[src/rtl/comparator_fault_sequencer_if.sv]
// Comparator bank / fault sequencer signal bundle.
// Optional field retry_count exists only when
// COMPARATOR_FAULT_SEQUENCER_AUTO_RETRY_EN is defined.
interface comparator_fault_sequencer_if #(
    parameter int N_CHANNELS = 4,
    parameter int DEBOUNCE_W = 8
);
    logic [N_CHANNELS-1:0]   trip_high;
    logic [N_CHANNELS-1:0]   trip_low;
    logic [N_CHANNELS-1:0]   channel_mask;
    logic [DEBOUNCE_W-1:0]   debounce_cycles;
    logic                    arm;
    logic                    fault_clear;
    logic                    clear_latch;
    logic                    fault;
    logic [2*N_CHANNELS-1:0] fault_source;
    logic [15:0]             fault_count;
    logic [2:0]              state;
`ifdef COMPARATOR_FAULT_SEQUENCER_AUTO_RETRY_EN
    logic [7:0]              retry_count;
`endif

    // Controller side: drives comparator status and commands, observes fault outputs.
    modport master (
        output trip_high, trip_low, channel_mask, debounce_cycles, arm, fault_clear,
        input  clear_latch, fault, fault_source, fault_count, state
`ifdef COMPARATOR_FAULT_SEQUENCER_AUTO_RETRY_EN
        , input retry_count
`endif
    );

    // Sequencer side.
    modport slave (
        input  trip_high, trip_low, channel_mask, debounce_cycles, arm, fault_clear,
        output clear_latch, fault, fault_source, fault_count, state
`ifdef COMPARATOR_FAULT_SEQUENCER_AUTO_RETRY_EN
        , output retry_count
`endif
    );
endinterface

[src/rtl/comparator_fault_sequencer.sv]
// Protection sequencer for a bank of threshold comparators: debounces the
// masked trip lines, raises a global fault, records the offending channels
// and runs the clear_latch handshake back to the comparators.
// Optional automatic retry: COMPARATOR_FAULT_SEQUENCER_AUTO_RETRY_EN.
module comparator_fault_sequencer #(
    parameter int N_CHANNELS    = 4,
    parameter int DEBOUNCE_W    = 8,
    parameter int CLEAR_PULSE   = 4,
    parameter int RETRY_HOLDOFF = 1000,
    parameter int MAX_RETRIES   = 3
) (
    input  logic                         clock,
    input  logic                         reset,
    comparator_fault_sequencer_if.slave  bus
);
    typedef enum logic [2:0] {
        ST_DISARMED = 3'd0,
        ST_ARMED    = 3'd1,
        ST_DEBOUNCE = 3'd2,
        ST_FAULT    = 3'd3,
        ST_CLEARING = 3'd4
    } state_t;

    localparam int CLR_W = $clog2(CLEAR_PULSE + 1);

    state_t                  state_q, state_d;
    logic [DEBOUNCE_W-1:0]   cnt_q, cnt_d;
    logic [CLR_W-1:0]        clr_cnt_q, clr_cnt_d;
    logic                    clear_latch_q, clear_latch_d;
    logic                    fault_q, fault_d;
    logic [2*N_CHANNELS-1:0] fault_source_q, fault_source_d;
    logic [15:0]             fault_count_q, fault_count_d;
    logic                    enter_fault;
    logic                    active;
    logic [2*N_CHANNELS-1:0] source_now;

`ifdef COMPARATOR_FAULT_SEQUENCER_AUTO_RETRY_EN
    localparam int HOLD_W = $clog2(RETRY_HOLDOFF + 1);
    logic [HOLD_W-1:0] hold_q, hold_d;
    logic [7:0]        retry_q, retry_d;
`endif

    assign active     = |((bus.trip_high | bus.trip_low) & bus.channel_mask);
    assign source_now = {bus.trip_high & bus.channel_mask, bus.trip_low & bus.channel_mask};

    // Next-state and output decode; fault entry is handled once after the case.
    always_comb begin
        state_d        = state_q;
        cnt_d          = cnt_q;
        clr_cnt_d      = clr_cnt_q;
        fault_d        = fault_q;
        fault_source_d = fault_source_q;
        fault_count_d  = fault_count_q;
        enter_fault    = 1'b0;
`ifdef COMPARATOR_FAULT_SEQUENCER_AUTO_RETRY_EN
        hold_d         = '0;
        retry_d        = retry_q;
`endif
        case (state_q)
            ST_DISARMED: begin
                fault_d = 1'b0;
                cnt_d   = '0;
                // Flush stale comparator latches before protection goes live.
                if (bus.arm) begin
                    state_d   = ST_CLEARING;
                    clr_cnt_d = '0;
                end
            end
            ST_ARMED: begin
                if (!bus.arm) begin
                    state_d = ST_DISARMED;
                    cnt_d   = '0;
                end else if (active) begin
                    if (bus.debounce_cycles == '0) begin
                        enter_fault = 1'b1;
                    end else begin
                        state_d = ST_DEBOUNCE;
                        cnt_d   = DEBOUNCE_W'(1);
                    end
                end
            end
            ST_DEBOUNCE: begin
                if (!bus.arm) begin
                    state_d = ST_DISARMED;
                    cnt_d   = '0;
                end else if (!active) begin
                    state_d = ST_ARMED;
                    cnt_d   = '0;
                end else if (cnt_q == bus.debounce_cycles) begin
                    enter_fault = 1'b1;
                end else begin
                    cnt_d = cnt_q + DEBOUNCE_W'(1);
                end
            end
            ST_FAULT: begin
                if (bus.fault_clear) begin
                    state_d   = ST_CLEARING;
                    clr_cnt_d = '0;
`ifdef COMPARATOR_FAULT_SEQUENCER_AUTO_RETRY_EN
                    retry_d   = '0;
                end else if (hold_q == HOLD_W'(RETRY_HOLDOFF - 1) &&
                             retry_q < 8'(MAX_RETRIES)) begin
                    state_d   = ST_CLEARING;
                    clr_cnt_d = '0;
                    retry_d   = retry_q + 8'd1;
                end else begin
                    // Saturate so an exhausted retry budget just waits for a manual clear.
                    hold_d = (hold_q == HOLD_W'(RETRY_HOLDOFF - 1)) ? hold_q : hold_q + HOLD_W'(1);
`endif
                end
            end
            ST_CLEARING: begin
                if (clr_cnt_q < CLR_W'(CLEAR_PULSE)) begin
                    clr_cnt_d = clr_cnt_q + CLR_W'(1);
                end else if (active) begin
                    enter_fault = 1'b1;
                end else if (bus.arm) begin
                    state_d = ST_ARMED;
                    fault_d = 1'b0;
                end else begin
                    state_d = ST_DISARMED;
                    fault_d = 1'b0;
                end
            end
            default: begin
                state_d = ST_DISARMED;
                fault_d = 1'b0;
            end
        endcase

        if (enter_fault) begin
            state_d        = ST_FAULT;
            fault_d        = 1'b1;
            cnt_d          = '0;
            fault_source_d = source_now;
            fault_count_d  = (fault_count_q == 16'hFFFF) ? fault_count_q : fault_count_q + 16'd1;
`ifdef COMPARATOR_FAULT_SEQUENCER_AUTO_RETRY_EN
            hold_d         = '0;
`endif
        end

        clear_latch_d = (state_d == ST_CLEARING) && (clr_cnt_d < CLR_W'(CLEAR_PULSE));
    end

    // State and output registers with synchronous active-low reset.
    always_ff @(posedge clock) begin
        if (!reset) begin
            state_q        <= ST_DISARMED;
            cnt_q          <= '0;
            clr_cnt_q      <= '0;
            clear_latch_q  <= 1'b0;
            fault_q        <= 1'b0;
            fault_source_q <= '0;
            fault_count_q  <= '0;
`ifdef COMPARATOR_FAULT_SEQUENCER_AUTO_RETRY_EN
            hold_q         <= '0;
            retry_q        <= '0;
`endif
        end else begin
            state_q        <= state_d;
            cnt_q          <= cnt_d;
            clr_cnt_q      <= clr_cnt_d;
            clear_latch_q  <= clear_latch_d;
            fault_q        <= fault_d;
            fault_source_q <= fault_source_d;
            fault_count_q  <= fault_count_d;
`ifdef COMPARATOR_FAULT_SEQUENCER_AUTO_RETRY_EN
            hold_q         <= hold_d;
            retry_q        <= retry_d;
`endif
        end
    end

    assign bus.clear_latch  = clear_latch_q;
    assign bus.fault        = fault_q;
    assign bus.fault_source = fault_source_q;
    assign bus.fault_count  = fault_count_q;
    assign bus.state        = state_q;
`ifdef COMPARATOR_FAULT_SEQUENCER_AUTO_RETRY_EN
    assign bus.retry_count  = retry_q;
`endif
endmodule
[src/flat_wrapper.sv]
// flat-port wrapper written by rule: the top's interface ports become plain ports
module comparator_fault_sequencer_flat 
#(
    parameter int N_CHANNELS    = 4,
    parameter int DEBOUNCE_W    = 8,
    parameter int CLEAR_PULSE   = 4,
    parameter int RETRY_HOLDOFF = 1000,
    parameter int MAX_RETRIES   = 3
)
  (clock, reset, bus_trip_high, bus_trip_low, bus_channel_mask, bus_debounce_cycles, bus_arm, bus_fault_clear, bus_clear_latch, bus_fault, bus_fault_source, bus_fault_count, bus_state);
  comparator_fault_sequencer_if #(.N_CHANNELS(N_CHANNELS), .DEBOUNCE_W(DEBOUNCE_W)) bus_i ();
  input  logic clock;
  input  logic reset;
  input wire logic [$bits(bus_i.trip_high)-1:0] bus_trip_high;
  input wire logic [$bits(bus_i.trip_low)-1:0] bus_trip_low;
  input wire logic [$bits(bus_i.channel_mask)-1:0] bus_channel_mask;
  input wire logic [$bits(bus_i.debounce_cycles)-1:0] bus_debounce_cycles;
  input wire logic [$bits(bus_i.arm)-1:0] bus_arm;
  input wire logic [$bits(bus_i.fault_clear)-1:0] bus_fault_clear;
  output wire logic [$bits(bus_i.clear_latch)-1:0] bus_clear_latch;
  output wire logic [$bits(bus_i.fault)-1:0] bus_fault;
  output wire logic [$bits(bus_i.fault_source)-1:0] bus_fault_source;
  output wire logic [$bits(bus_i.fault_count)-1:0] bus_fault_count;
  output wire logic [$bits(bus_i.state)-1:0] bus_state;
  assign bus_i.trip_high = bus_trip_high;
  assign bus_i.trip_low = bus_trip_low;
  assign bus_i.channel_mask = bus_channel_mask;
  assign bus_i.debounce_cycles = bus_debounce_cycles;
  assign bus_i.arm = bus_arm;
  assign bus_i.fault_clear = bus_fault_clear;
  assign bus_clear_latch = bus_i.clear_latch;
  assign bus_fault = bus_i.fault;
  assign bus_fault_source = bus_i.fault_source;
  assign bus_fault_count = bus_i.fault_count;
  assign bus_state = bus_i.state;
  comparator_fault_sequencer #(.N_CHANNELS(N_CHANNELS), .DEBOUNCE_W(DEBOUNCE_W), .CLEAR_PULSE(CLEAR_PULSE), .RETRY_HOLDOFF(RETRY_HOLDOFF), .MAX_RETRIES(MAX_RETRIES)) u_core (.clock(clock), .reset(reset), .bus(bus_i));
endmodule
[config.mk]
export PLATFORM = sky130hd
export DESIGN_NAME = comparator_fault_sequencer_flat
export DESIGN_NICKNAME = d
export VERILOG_FILES = /design/src/rtl/comparator_fault_sequencer_if.sv /design/src/rtl/comparator_fault_sequencer.sv /design/src/flat_wrapper.sv
export SDC_FILE = /design/constraint.sdc
export NUM_CORES = 1
export LEC_CHECK = 0
export CAP_MARGIN = 20
export CORE_MARGIN = 4
export CORE_UTILIZATION = 35
export DETAILED_ROUTE_END_ITERATION = 6
export PLACE_DENSITY = 0.6
export SLEW_MARGIN = 20
export SYNTH_ARGS = -nofsm -noshare
export SYNTH_HDL_FRONTEND = slang
export SYNTH_SLANG_ARGS = --single-unit
[constraint.sdc]
create_clock -name clock -period 2.6 [get_ports clock]
set_clock_uncertainty 0.15 [all_clocks]
set_input_delay 0.52 -clock clock [delete_from_list [all_inputs] [get_ports clock]]
set_output_delay 0.52 -clock clock [all_outputs]
set_load 0.05 [all_outputs]
==> flow_metrics.env, run 1 <==
export IMPL_detailedRoute_firstPassIterationCount=4
export IMPL_timing_critical_path_arrival_ns=2.63
export IMPL_synth_cell_count_leaders="40 x sky130_fd_sc_hd__dfxtp_1, 31 x sky130_fd_sc_hd__nand2_1, 28 x sky130_fd_sc_hd__a21oi_1"
export IMPL_worst_r2r_dst="u_core.bus.fault_count[5]"
export IMPL_groute_usage_overall_pct=15.1
export IMPL_min_path_cells=2
export IMPL_register_to_register_setup_slack_ns=0.20
export IMPL_placement_rows=27
export IMPL_design_die_area_sq_um=7110
export IMPL_count_leader_synth="sky130_fd_sc_hd__dfxtp_1"
export IMPL_share_of_synthesized_cell_area_in_and_or_nand_and_nor_gates_pct=31.5
export IMPL_post_dp_hpwl_um=4120
export IMPL_min_from="u_core.bus.fault_source[0]"
export IMPL_flow_area_growth_from_synthesis_pct=49.5
export IMPL_final_max_slew_viols=0
export IMPL_floorplan_io_pins=53
export IMPL_post_route_cell_area_sq_um=3050
export IMPL_tritoncts="yes"
export IMPL_synth_edf_count=0
export IMPL_grt_first_pass_wirelength_um=9030
export IMPL_max_cap_violations=0
export IMPL_tritoncts_num_buffers=5
export IMPL_outcome="completed"
export IMPL_class_of_the_tightest_hold_or_removal_check="reg -> reg"
export IMPL_die_width_um=84.3
export IMPL_final_layout_size_suffix_gt1_share_pct=19.4
export IMPL_initial_standard_cell_utilization_of_the_core_pct=36.6
export IMPL_period_minus_slack_ns=2.55
export IMPL_finalNonFillerCells=423
export IMPL_dpl_cell_count=407
export IMPL_yosysTopAreaCellShare_pct=39.3
export IMPL_globalplace_congestion=0.799
export IMPL_buffer_ports_inserted=52
export IMPL_fin_crit_sh_pct=98.0
export IMPL_hold_viol_final=0
export IMPL_synth_top_family_by_area="simple AND/OR/NAND/NOR gates"
export IMPL_clock_tree_htree_level_count=2
export IMPL_synthXorXnorAreaFrac_pct=5.58
export IMPL_worst_hold_slack_ns=0.302
export IMPL_post_synth_adder_cell_area_pct=1.84
export IMPL_ys_top_cells_by_area="sky130_fd_sc_hd__dfxtp_1 39%, sky130_fd_sc_hd__a21oi_1 6.9%, sky130_fd_sc_hd__nand2_1 5.7%"
export IMPL_max_slew_margin_rel_pct=64.9
export IMPL_fmax_mhz=392
export IMPL_vias=2222
export IMPL_timing_reg2reg_worst_path_depth=7
export IMPL_critPathCaptureType="register"
export IMPL_postRouteAntennaNets=0
export IMPL_critPathRequiredTime_ns=2.68
export IMPL_core_area_sq_um=5570
export IMPL_grt_antenna_before_repair=0
export IMPL_rsz0062_at_grt="no"
export IMPL_synth_ff_latch_count=40
export IMPL_power_per_cell_area_nw_per_um2=398
export IMPL_grt_start_max_net_pins=28
export IMPL_synth_lib_cells_used_distinct=42
export IMPL_global_route_overflow_total=0
export IMPL_setup_viol=0
export IMPL_post_detailed_placement_cell_area_sq_um=2860
export IMPL_min_delay_worst_endpoint="u_core.bus.fault_source[0]"
export IMPL_synth_sequential_area_ratio_pct=39.3
export IMPL_cts_hold_repair_buffers=0
export IMPL_syn_instance_count=260
export IMPL_leakagePower_nw=1.14
export IMPL_synth_area_per_cell_sq_um=7.84
export IMPL_timing_rr_start="u_core.bus.state[2]"
export IMPL_synthFlopType="sky130_fd_sc_hd__dfxtp_1"
export IMPL_viasPerCell=5.25
export IMPL_cp_start_kind="input port"
export IMPL_tightest_slew_ns=0.525
export IMPL_synth_compound_gate_area_share_pct=18.7
export IMPL_clk_path_buf_depth=2
export IMPL_avgRoutedWirePerCell_um=13.0
export IMPL_drc=0
export IMPL_synth_async_reset_ratio_pct=0
export IMPL_clk_transition_reported_paths_ns=0.08
export IMPL_syn_nets=287
export IMPL_clock_sink_count=40
export IMPL_synthMuxAreaShare_pct=0.491
export IMPL_syn_cell_area_sq_um=2040
export IMPL_clk_root_buffer_cell="sky130_fd_sc_hd__clkbuf_8"
export IMPL_critical_path_max_fanout=5
export IMPL_ys_warn_count=0
export IMPL_die_height_um=84.3
export IMPL_clk_latency_ns=0.29
export IMPL_drt_iter0_drc=65
export IMPL_criticalPathCategory="in -> reg"
export IMPL_final_net_count=377
export IMPL_synth_largest_area_cell="sky130_fd_sc_hd__dfxtp_1"
export IMPL_post_route_util_pct=54.7
export IMPL_ir_drop_worst_vdd_uv=265
export IMPL_antenna_diode_count=0
export IMPL_first_global_vias=2062
export IMPL_drt_total_wl_um=5520
## placed cells by master, fill, tap and decap left out, drive strengths merged, types with 5 or more instances in the layout
cell / synthesis / routed
nor2: 24 / 24
nor4: 6 / 6
nand4: 6 / 6
clkbuf: 9 / 6
and3: 5 / 5
o21ai: 19 / 19
dfxtp: 40 / 40
nor3: 5 / 5
clkdlybuf4s50: 0 / 43
a21oi: 28 / 28
nand3: 19 / 19
nand2: 31 / 31
or3: 8 / 8
buf: 1 / 47
or4: 6 / 6
xor2: 13 / 13
## repair_timing
action / 4_1_cts / 5_1_grt
setup buffers: 7 / 0
endpoints found under the setup margin: 16 / 4
cloned: 1 / 0
pin swaps: 10 / 7
gates resized for setup: 40 / 5
## cells by family after synthesis
logic type,count (synthesis)
mux,1
fa+ha+maj,3
flops,40
simple gates,123
buf+inv,14
compound gates,66
xor+xnor,13
## area by class of cell
type	instances	area, sq um
Fill cell	565	2520
Clock inverter	2	10.0
Inverter	4	15.0
Sequential cell	40	801
Timing Repair Buffer	93	821
Tap cell	72	90.1
Clock buffer	6	82.6
Multi-Input combinational cell	206	1230
## flip-flops by register name (all words and copies together), names as in the netlist
register and count:
u_core.bus.fault_count 16, u_core.cnt_q 8, u_core.bus.state 3, u_core.bus.clear_latch 1
u_core.clr_cnt_q 3, u_core.bus.fault_source 8, u_core.bus.fault 1
## power breakdown
| group | internal [mW] | switching [mW] | leakage, nW | total [mW] |
|---|---|---|---|---|
| Combinational | 0.0803 | 0.0770 | 0.767 | 0.157 |
| Clock | 0.212 | 0.215 | 0.0510 | 0.427 |
| Sequential | 0.619 | 0.00882 | 0.323 | 0.628 |
## worst max-delay path by stage
stage	startpoint	endpoint	slack [ns]
floorplan	bus_debounce_cycles[3]	u_core.bus.fault_count[5]	-0.04
finish	bus_debounce_cycles[1]	u_core.bus.fault_count[5]	0.05
detailed placement	bus_debounce_cycles[4]	u_core.bus.fault_count[5]	-0.65
global placement	bus_debounce_cycles[3]	u_core.bus.fault_count[5]	-0.61
CTS	bus_debounce_cycles[3]	u_core.bus.fault_count[5]	0.0002
global route	bus_debounce_cycles[0]	u_core.bus.fault_count[5]	0.01
## critical path: stages
cell	delay, ns
sky130_fd_sc_hd__buf_6	0.09
sky130_fd_sc_hd__or4_4	0.55
sky130_fd_sc_hd__nor3_4	0.23
sky130_fd_sc_hd__o21ai_2	0.08
sky130_fd_sc_hd__or3b_4	0.42
sky130_fd_sc_hd__buf_6	0.14
sky130_fd_sc_hd__or4_4	0.47
sky130_fd_sc_hd__a21oi_2	0.11
## per-stage QoR
stage / power, mW / TNS (ns) / setup WS (ns)
floorplan: 0.706 / -0.0412 / -0.0412
global placement: 0.797 / -9.51 / -0.608
detailed placement: 0.799 / -11.16 / -0.648
CTS: 1.23 / 0 / 0.000184
global route: 1.27 / 0 / 0.0129
finish: 1.21 / 0 / 0.0521
## routing by layer
metal	global-route usage, %	share of wire, %	routed length [um]	vias to the layer above
met3	5.20	7.2	399	6
met5	0	0	0	-
met1	18.0	44	2450	1039
met4	4.32	1.3	72	0
li1	-	-	-	1124
met2	25.8	47	2590	53
Note: power is estimated with default switching activity, not from simulation.
==> run 2, diff against run 1 <==
Settings changed: PLACE_DENSITY 0.6 to 0.58, RECOVER_POWER set to 100, SLEW_MARGIN 20 to unset.
Clock period 2.6 ns to 3.3 ns, I/O delays scaled along.
==> flow_metrics.env, run 2 (synthesized netlist as in run 1, its figures left out) <==
export IMPL_groute_usage_overall_pct=15.0
export IMPL_hold_viol_final=0
export IMPL_critPathRequiredTime_ns=3.35
export IMPL_layout_cells_most_common_list="40 x sky130_fd_sc_hd__dfxtp_1, 31 x sky130_fd_sc_hd__nand2_1, 30 x sky130_fd_sc_hd__dlygate4sd3_1, 28 x sky130_fd_sc_hd__a21oi_1, 24 x sky130_fd_sc_hd__nor2_1"
export IMPL_outcome="completed"
export IMPL_drt_total_wl_um=5300
export IMPL_leakagePower_nw=1.07
export IMPL_postCtsSetupBuffers=0
export IMPL_tightest_slew_ns=1.25
export IMPL_critical_path_max_fanout=24
export IMPL_multiInputGateArea_sq_um=1180
export IMPL_postRouteAntennaNets=0
export IMPL_vias=2074
export IMPL_netSwitchingFraction_pct=25.1
export IMPL_clock_sink_count=40
export IMPL_crit_path_max_incr_delay_ns=0.49
export IMPL_class_of_the_tightest_hold_or_removal_check="reg -> reg"
export IMPL_period_minus_slack_ns=3.11
export IMPL_slowest_stage_cell_on_the_critical_path="sky130_fd_sc_hd__or4_1"
export IMPL_max_cap_violations=0
export IMPL_share_seq_of_total_power_pct=54.7
export IMPL_global_route_overflow_total=0
export IMPL_placement_rows=27
export IMPL_avgRoutedWirePerCell_um=13.4
export IMPL_viasPerCell=5.22
export IMPL_antenna_diode_count=0
export IMPL_floorplan_io_pins=53
export IMPL_cp_start_kind="input port"
export IMPL_critPathCaptureType="register"
export IMPL_worstPathCellList="clkdlybuf4s50_1 > clkbuf_4 > xor2_1 > nor4_1 > clkbuf_1 > a211oi_1 > or3b_1 > buf_4 > or4_1 > a21oi_1"
export IMPL_final_layout_size_suffix_gt1_share_pct=6.46
export IMPL_fmax_mhz=322
export IMPL_globalplace_congestion=0.789
export IMPL_grt_antenna_before_repair=0
export IMPL_power_per_cell_area_nw_per_um2=325
export IMPL_buffer_ports_inserted=52
export IMPL_core_area_sq_um=5570
export IMPL_die_width_um=84.3
export IMPL_netSwitchingPower_mw=0.228
export IMPL_flow_area_growth_from_synthesis_pct=37.0
export IMPL_grt_start_max_net_pins=28
export IMPL_post_dp_hpwl_um=3990
export IMPL_share_comb_of_total_power_pct=11.1
export IMPL_max_slew_margin_rel_pct=16.8
export IMPL_power_share_clock_pct=34.2
export IMPL_largest_reg_flops=16
export IMPL_drt_iter0_drc=89
export IMPL_setup_viol=0
export IMPL_rsz0062_at_grt="no"
export IMPL_clk_path_buf_depth=2
export IMPL_cts_hold_repair_buffers=0
export IMPL_drc=0
export IMPL_first_global_vias=1935
export IMPL_initial_standard_cell_utilization_of_the_core_pct=36.6
export IMPL_criticalPathCategory="in -> reg"
export IMPL_post_route_util_pct=50.1
export IMPL_final_seq_area_sq_um=801
export IMPL_post_detailed_placement_cell_area_sq_um=2730
export IMPL_num_fill_cells=598
export IMPL_setup_slack_at_placement_ns=-0.0805
export IMPL_die_height_um=84.3
export IMPL_fin_crit_sh_pct=94.2
export IMPL_layout_commonest_cell="sky130_fd_sc_hd__dfxtp_1"
export IMPL_final_net_count=352
export IMPL_clk_latency_ns=0.29
export IMPL_finalWorstSetupSlack_ns=0.193
export IMPL_post_cts_resize_count=0
export IMPL_clk_root_buffer_cell="sky130_fd_sc_hd__clkbuf_8"
export IMPL_detailedRoute_firstPassIterationCount=4
export IMPL_ir_drop_worst_vdd_uv=197
export IMPL_final_max_slew_viols=0
export IMPL_timing_critical_path_arrival_ns=3.16
export IMPL_grt_first_pass_wirelength_um=8860
export IMPL_clock_tree_htree_level_count=2
export IMPL_clk_transition_reported_paths_ns=0.07
export IMPL_post_route_cell_area_sq_um=2790
export IMPL_design_die_area_sq_um=7110
export IMPL_p_int_mw=0.681
export IMPL_tritoncts_num_buffers=5
export IMPL_power_mw=0.908
export IMPL_tritoncts="yes"
-- run 2: cell count changes in the layout (fill, tap and decap cells not counted), sizes merged --
cell | before | now
buf | 47 | 8
dlygate4sd3 | 0 | 30
dlygate4sd2 | 1 | 0
clkdlybuf4s15 | 2 | 0
clkdlybuf4s50 | 43 | 22
clkinv | 3 | 2
clkbuf | 6 | 14
-- run 2: power by group through the flow --
stage,clock network (mW),registers (mW),logic [mW]
5_1_grt,0.342,0.499,0.111
3_5_place_dp,0,0.509,0.104
6_report,0.310,0.497,0.101
3_3_place_gp,0,0.509,0.103
2_1_floorplan,0,0.514,0.0422
4_1_cts,0.323,0.497,0.104
-- run 2: metrics by stage --
step	setup TNS, ns	hold slack [ns]	instances
2_1_floorplan	0	0.320	260
3_3_place_gp	-0.133	0.289	390
3_5_place_dp	-0.149	0.298	390
4_1_cts	0	0.305	397
5_1_grt	0	0.323	397
6_report	0	0.300	397
-- run 2: routing by layer --
metal | vias to the layer above | track usage (%) | wire length (um)
li1 | 1077 | - | -
met1 | 939 | 19.0 | 2460
met5 | - | 0 | 0
met2 | 53 | 24.2 | 2370
met3 | 5 | 5.50 | 428
met4 | 0 | 3.88 | 46
-- run 2: cell type report --
class                   instances  share of cell area [%]
flip-flops and latches         40                    28.7
well taps                      72                    3.22
repair buffers                 68                    22.4
inverters                       4                   0.537
clock buffers                   6                    2.60
multi-input cells             206                    42.4
clock inverters                 1                   0.179
-- run 2: critical path, delay by kind of cell --
| kind | cells | cell delay (ns) |
|---|---|---|
| xor gates and xnor gates | 1 | 0.13 |
| AOI/OAI and AO/OA | 2 | 0.25 |
| and+or+nand+nor | 3 | 1.17 |
| buffers and inverters | 4 | 0.96 |
-- run 2: path summary, 6_finish.rpt --
kind | start | endpoint | slack [ns] | depth (start not counted)
max | bus_debounce_cycles[5] | u_core.bus.fault_count[7] | 0.19 | 10
min | u_core.bus.fault_source[4] | u_core.bus.fault_source[4] | 0.30 | 2
max reg2reg | u_core.cnt_q[5] | u_core.bus.fault_count[7] | 0.75 | 8
min reg2reg | u_core.bus.fault_source[4] | u_core.bus.fault_source[4] | 0.30 | 2
==> edit 1, RTL diff (settings of run 2) <==
`CLEAR_PULSE` is set to 4 in 2 places; all go to 2.
--- a/src/rtl/comparator_fault_sequencer.sv
+++ b/src/rtl/comparator_fault_sequencer.sv
@@ -6,5 +6,5 @@
     parameter int N_CHANNELS    = 4,
     parameter int DEBOUNCE_W    = 8,
-    parameter int CLEAR_PULSE   = 4,
+    parameter int CLEAR_PULSE   = 2,
     parameter int RETRY_HOLDOFF = 1000,
     parameter int MAX_RETRIES   = 3
--- a/src/flat_wrapper.sv
+++ b/src/flat_wrapper.sv
@@ -4,5 +4,5 @@
     parameter int N_CHANNELS    = 4,
     parameter int DEBOUNCE_W    = 8,
-    parameter int CLEAR_PULSE   = 4,
+    parameter int CLEAR_PULSE   = 2,
     parameter int RETRY_HOLDOFF = 1000,
     parameter int MAX_RETRIES   = 3
Behaviour: not the same (Yosys sat finds a counterexample within 4 cycles, from zero or initial values and one cycle with reset low).
==> edit 1 against run 2 <==
Setup slack improved by 0.10 ns; sequential cell count fell by 1; synthesized area rose by 8.1%; maximum frequency rose by 3.5%; critical path depth fell by 3; core utilization fell by 2.4 points; cell area rose by 2.9%; largest cell class unchanged; wire length fell by 1.0%; power rose by 8.2%; register-to-register slack got worse by 0.08 ns; non-clock buffer count fell by 10; sequential share of layout area fell by 1.5 points.
==> edit 1: results (changes against run 2) <==
Outcome
Run status: complete, no violations (unchanged).

Logic synthesis
The share of the yosys chip area belonging to registers came to 35.4% (was 39.3%). The total nets after synthesis came to 284 (was 287). The number of instances in the synthesized netlist is 258 (was 260).

Placed design
The number of instances in the placed design is 377 (was 390). The total cell area at the placement stage was 0.00280 sq mm (was 0.00273 sq mm). The final weighted congestion of routability-driven global placement was 0.764 (was 0.789).

Critical path
The worst flop-to-flop path startpoint is u_core.bus.state[1]$_SDFF_PN0_ (was u_core.cnt_q[5]$_SDFFE_PP0P_). The worst-case reg-to-reg path depth came to 6 (was 8). The largest fanout of any net on the critical path is 29 (was 24).

The worst endpoint data arrival time is 3.08 ns (was 3.16 ns). The terminus of the critical flop-to-flop path is u_core.bus.fault_count[11]$_SDFFE_PN0P_ (was u_core.bus.fault_count[7]$_SDFFE_PN0P_).

GRT
The overall fraction of global-route tracks in use is 14.9% (was 15.0%). The global-route met3 utilization is 4.07% (was 5.50%). The global routing met2 resource utilization is 24.5% (was 24.2%). The first-pass GRT wire length is 9.19 mm (was 8.86 mm). The largest net degree at the start of global routing is 30 (was 28).

Detailed routing
The met2 wire length is 2.46 mm (was 2.37 mm). The detailed router's first-iteration violation count came to 68 (was 89). The met3 wire length came to 242 um (was 428 um). The final routed wire length divided by cell count came to 13.6 um (was 13.4 um).

Cells and area
The fraction of final layout cells with drive strength greater than 1 came to 6.45% (was 6.46%). The number of non-filler instances in the completed layout came to 385 (was 397).

Timing
The final worst-path setup slack came to 0.297 ns (was 0.193 ns).

Power and ir drop
The leakage power is 1.04 nW (was 1.07 nW). The maximum vdd drop is 143 uV (was 197 uV).
-- edit 1: cell families after synthesis --
group | share of synthesized area (%)
xor+xnor | 5.96
compound gates | 17.8
flops | 35.4
mux | 3.63
simple gates | 32.7
fa+ha+maj | 1.13
buf+inv | 3.29
-- edit 1: report_power, final --
| group | internal, W | switching [W] | total (W) |
|---|---|---|---|
| combinational | 0.0000501 | 0.0000470 | 0.0000970 |
| clock | 0.000225 | 0.000179 | 0.000404 |
| sequential | 0.000475 | 0.00000683 | 0.000482 |
-- edit 1: area by class of cell --
class | instances | area (sq um)
Timing Repair Buffer | 58 | 562
Multi-Input combinational cell | 204 | 1320
Clock buffer | 5 | 68.8
Tap cell | 75 | 93.8
Sequential cell | 39 | 781
Fill cell | 624 | 3150
Inverter | 1 | 3.75
Clock inverter | 3 | 43.8
-- edit 1: worst min-delay path by stage --
stage,endpoint,from,cells after the start,slack (ns)
after CTS,u_core.bus.fault_source[3]$_SDFFE_PN0P_,u_core.bus.fault_source[3]$_SDFFE_PN0P_,2,0.32
after global routing,u_core.bus.fault_source[3]$_SDFFE_PN0P_,u_core.bus.fault_source[3]$_SDFFE_PN0P_,2,0.34
after detailed placement,u_core.bus.fault_source[3]$_SDFFE_PN0P_,u_core.bus.fault_source[3]$_SDFFE_PN0P_,2,0.31
final,u_core.bus.fault_source[4]$_SDFFE_PN0P_,u_core.bus.fault_source[4]$_SDFFE_PN0P_,2,0.31
after global placement,u_core.bus.fault_source[4]$_SDFFE_PN0P_,u_core.bus.fault_source[4]$_SDFFE_PN0P_,2,0.30
after floorplan,u_core.cnt_q[7]$_SDFFE_PP0P_,u_core.cnt_q[7]$_SDFFE_PP0P_,2,0.35
==> edit 2, RTL diff (config.mk and constraints of run 2) <==
Made on the original files. Make the reset (`reset`) asynchronous in one clocked block. Comments in the files are not updated.
--- a/src/rtl/comparator_fault_sequencer.sv
+++ b/src/rtl/comparator_fault_sequencer.sv
@@ -144,5 +144,5 @@
 
     // State and output registers with synchronous active-low reset.
-    always_ff @(posedge clock) begin
+    always_ff @(posedge clock or negedge reset) begin
         if (!reset) begin
             state_q        <= ST_DISARMED;
Behaviour: differs if reset is asserted again (counterexample within 4 cycles, from zero or initial values and one cycle with reset low); with reset held inactive, the same outputs for 10 cycles.
==> edit 2 against run 2 <==
The flow now finishes with violations (capacitance limit, slew limit); sequential cell count is the same; die area increased by 4.8%; sequential share of layout area grew 6.4 points; register-to-register slack better by 0.14 ns; setup slack better by 0.20 ns; synthesized cell count fell by 13%; cell area grew 2.1%; wire length down 5.7%; synthesized area rose by 5.3%; global-route usage is 0.73 points lower; first-iteration DRC count down 19%; largest cell class unchanged.
Power is not compared: it rests on default switching activity, and its combinational part moved more than twofold at a synthesized area within 25%.
==> edit 2: results (changes against run 2) <==
Timing
The shortest clock period the worst path allows after layout is 2.91 ns (was 3.11 ns). The slew at the pin closest to its max-slew limit is 2.16 ns (was 1.25 ns). The final hold slack was 0.316 ns (was 0.300 ns). The final-report max-slew violation count is 41 (was 0).

Outcome
The checks that failed: capacitance limit, slew limit. Run status: finished with violations (was complete, no violations).

Logic synthesis
The number of instances in the synthesized netlist is 227 (was 260). The share of the yosys chip area belonging to registers was 46.6% (was 39.3%). The count of different cell masters after synthesis is 41 (was 42). The proportion of register bits with asynchronous set or reset after synthesis was 100% (was 0%). Most instantiated cells after synthesis: sky130_fd_sc_hd__dfrtp_1, sky130_fd_sc_hd__nand2_1, sky130_fd_sc_hd__nor2_1 (was sky130_fd_sc_hd__dfxtp_1, sky130_fd_sc_hd__nand2_1, sky130_fd_sc_hd__a21oi_1).

Detailed routing
The detailed router's first-iteration violation count was 72 (was 89). The total wire length is 5.00 mm (was 5.30 mm). The via-per-instance ratio is 5.05 (was 5.22).

Critical path
The setup slack of the worst register-to-register path was 0.89 ns (was 0.75 ns). The worst flop-to-flop path startpoint is u_core.cnt_q[3]$_DFFE_PN0P_ (was u_core.cnt_q[5]$_SDFFE_PP0P_). The critical path launch point is bus_debounce_cycles[0] (was bus_debounce_cycles[5]).

GRT
The number of global-route vias before repair is 1805 (was 1935). The overall fraction of global-route tracks in use came to 14.3% (was 15.0%). The largest net degree at the start of global routing came to 41 (was 28).

Placed design
The post-place setup slack is 0.171 ns (was -0.0805 ns). The final weighted congestion of routability-driven global placement is 0.815 (was 0.789). The number of instances in the placed design is 351 (was 390). The total cell area at the placement stage is 0.00275 sq mm (was 0.00273 sq mm).

Cells and area
The fraction of final layout cells with drive strength greater than 1 came to 7.04% (was 6.46%). The area of all sequential standard cells is 0.00100 sq mm (was 801 sq um). The number of non-filler instances in the completed layout was 359 (was 397).

Min path
The worst hold endpoint was u_core.bus.fault_source[2]$_DFFE_PN0N_ (was u_core.bus.fault_source[4]$_SDFFE_PN0P_).

Run
The number of max-cap violations is 1 (was 0).
-- edit 2: area by class of cell --
cell class | instances | share of cell area [%]
Tap cell | 75 | 3.29
Sequential cell | 40 | 35.1
Clock inverter | 2 | 1.23
Inverter | 3 | 0.395
Timing Repair Buffer | 57 | 19.2
Clock buffer | 6 | 2.54
Multi-Input combinational cell | 176 | 38.2
-- edit 2: cells by family (layout without fill, tap and decap cells) --
kind of cell    count (synthesis)  count (layout)  share of synthesized area [%]
flops                          40              40                           46.6
fa+ha+maj                       3               3                           1.75
xor+xnor                       27              27                           11.0
compound gates                 29              29                           8.10
simple gates                  112             112                           27.5
mux                             5               5                           2.56
buf+inv                        11              68                           2.45
-- edit 2: routing by layer --
metal | vias up | global-route usage (%) | share of wire [%]
met5 | - | 0 | 0
met4 | 0 | 4.11 | 0.88
met3 | 4 | 3.23 | 4.7
met2 | 41 | 22.2 | 46
met1 | 864 | 20.0 | 48
li1 | 903 | - | -
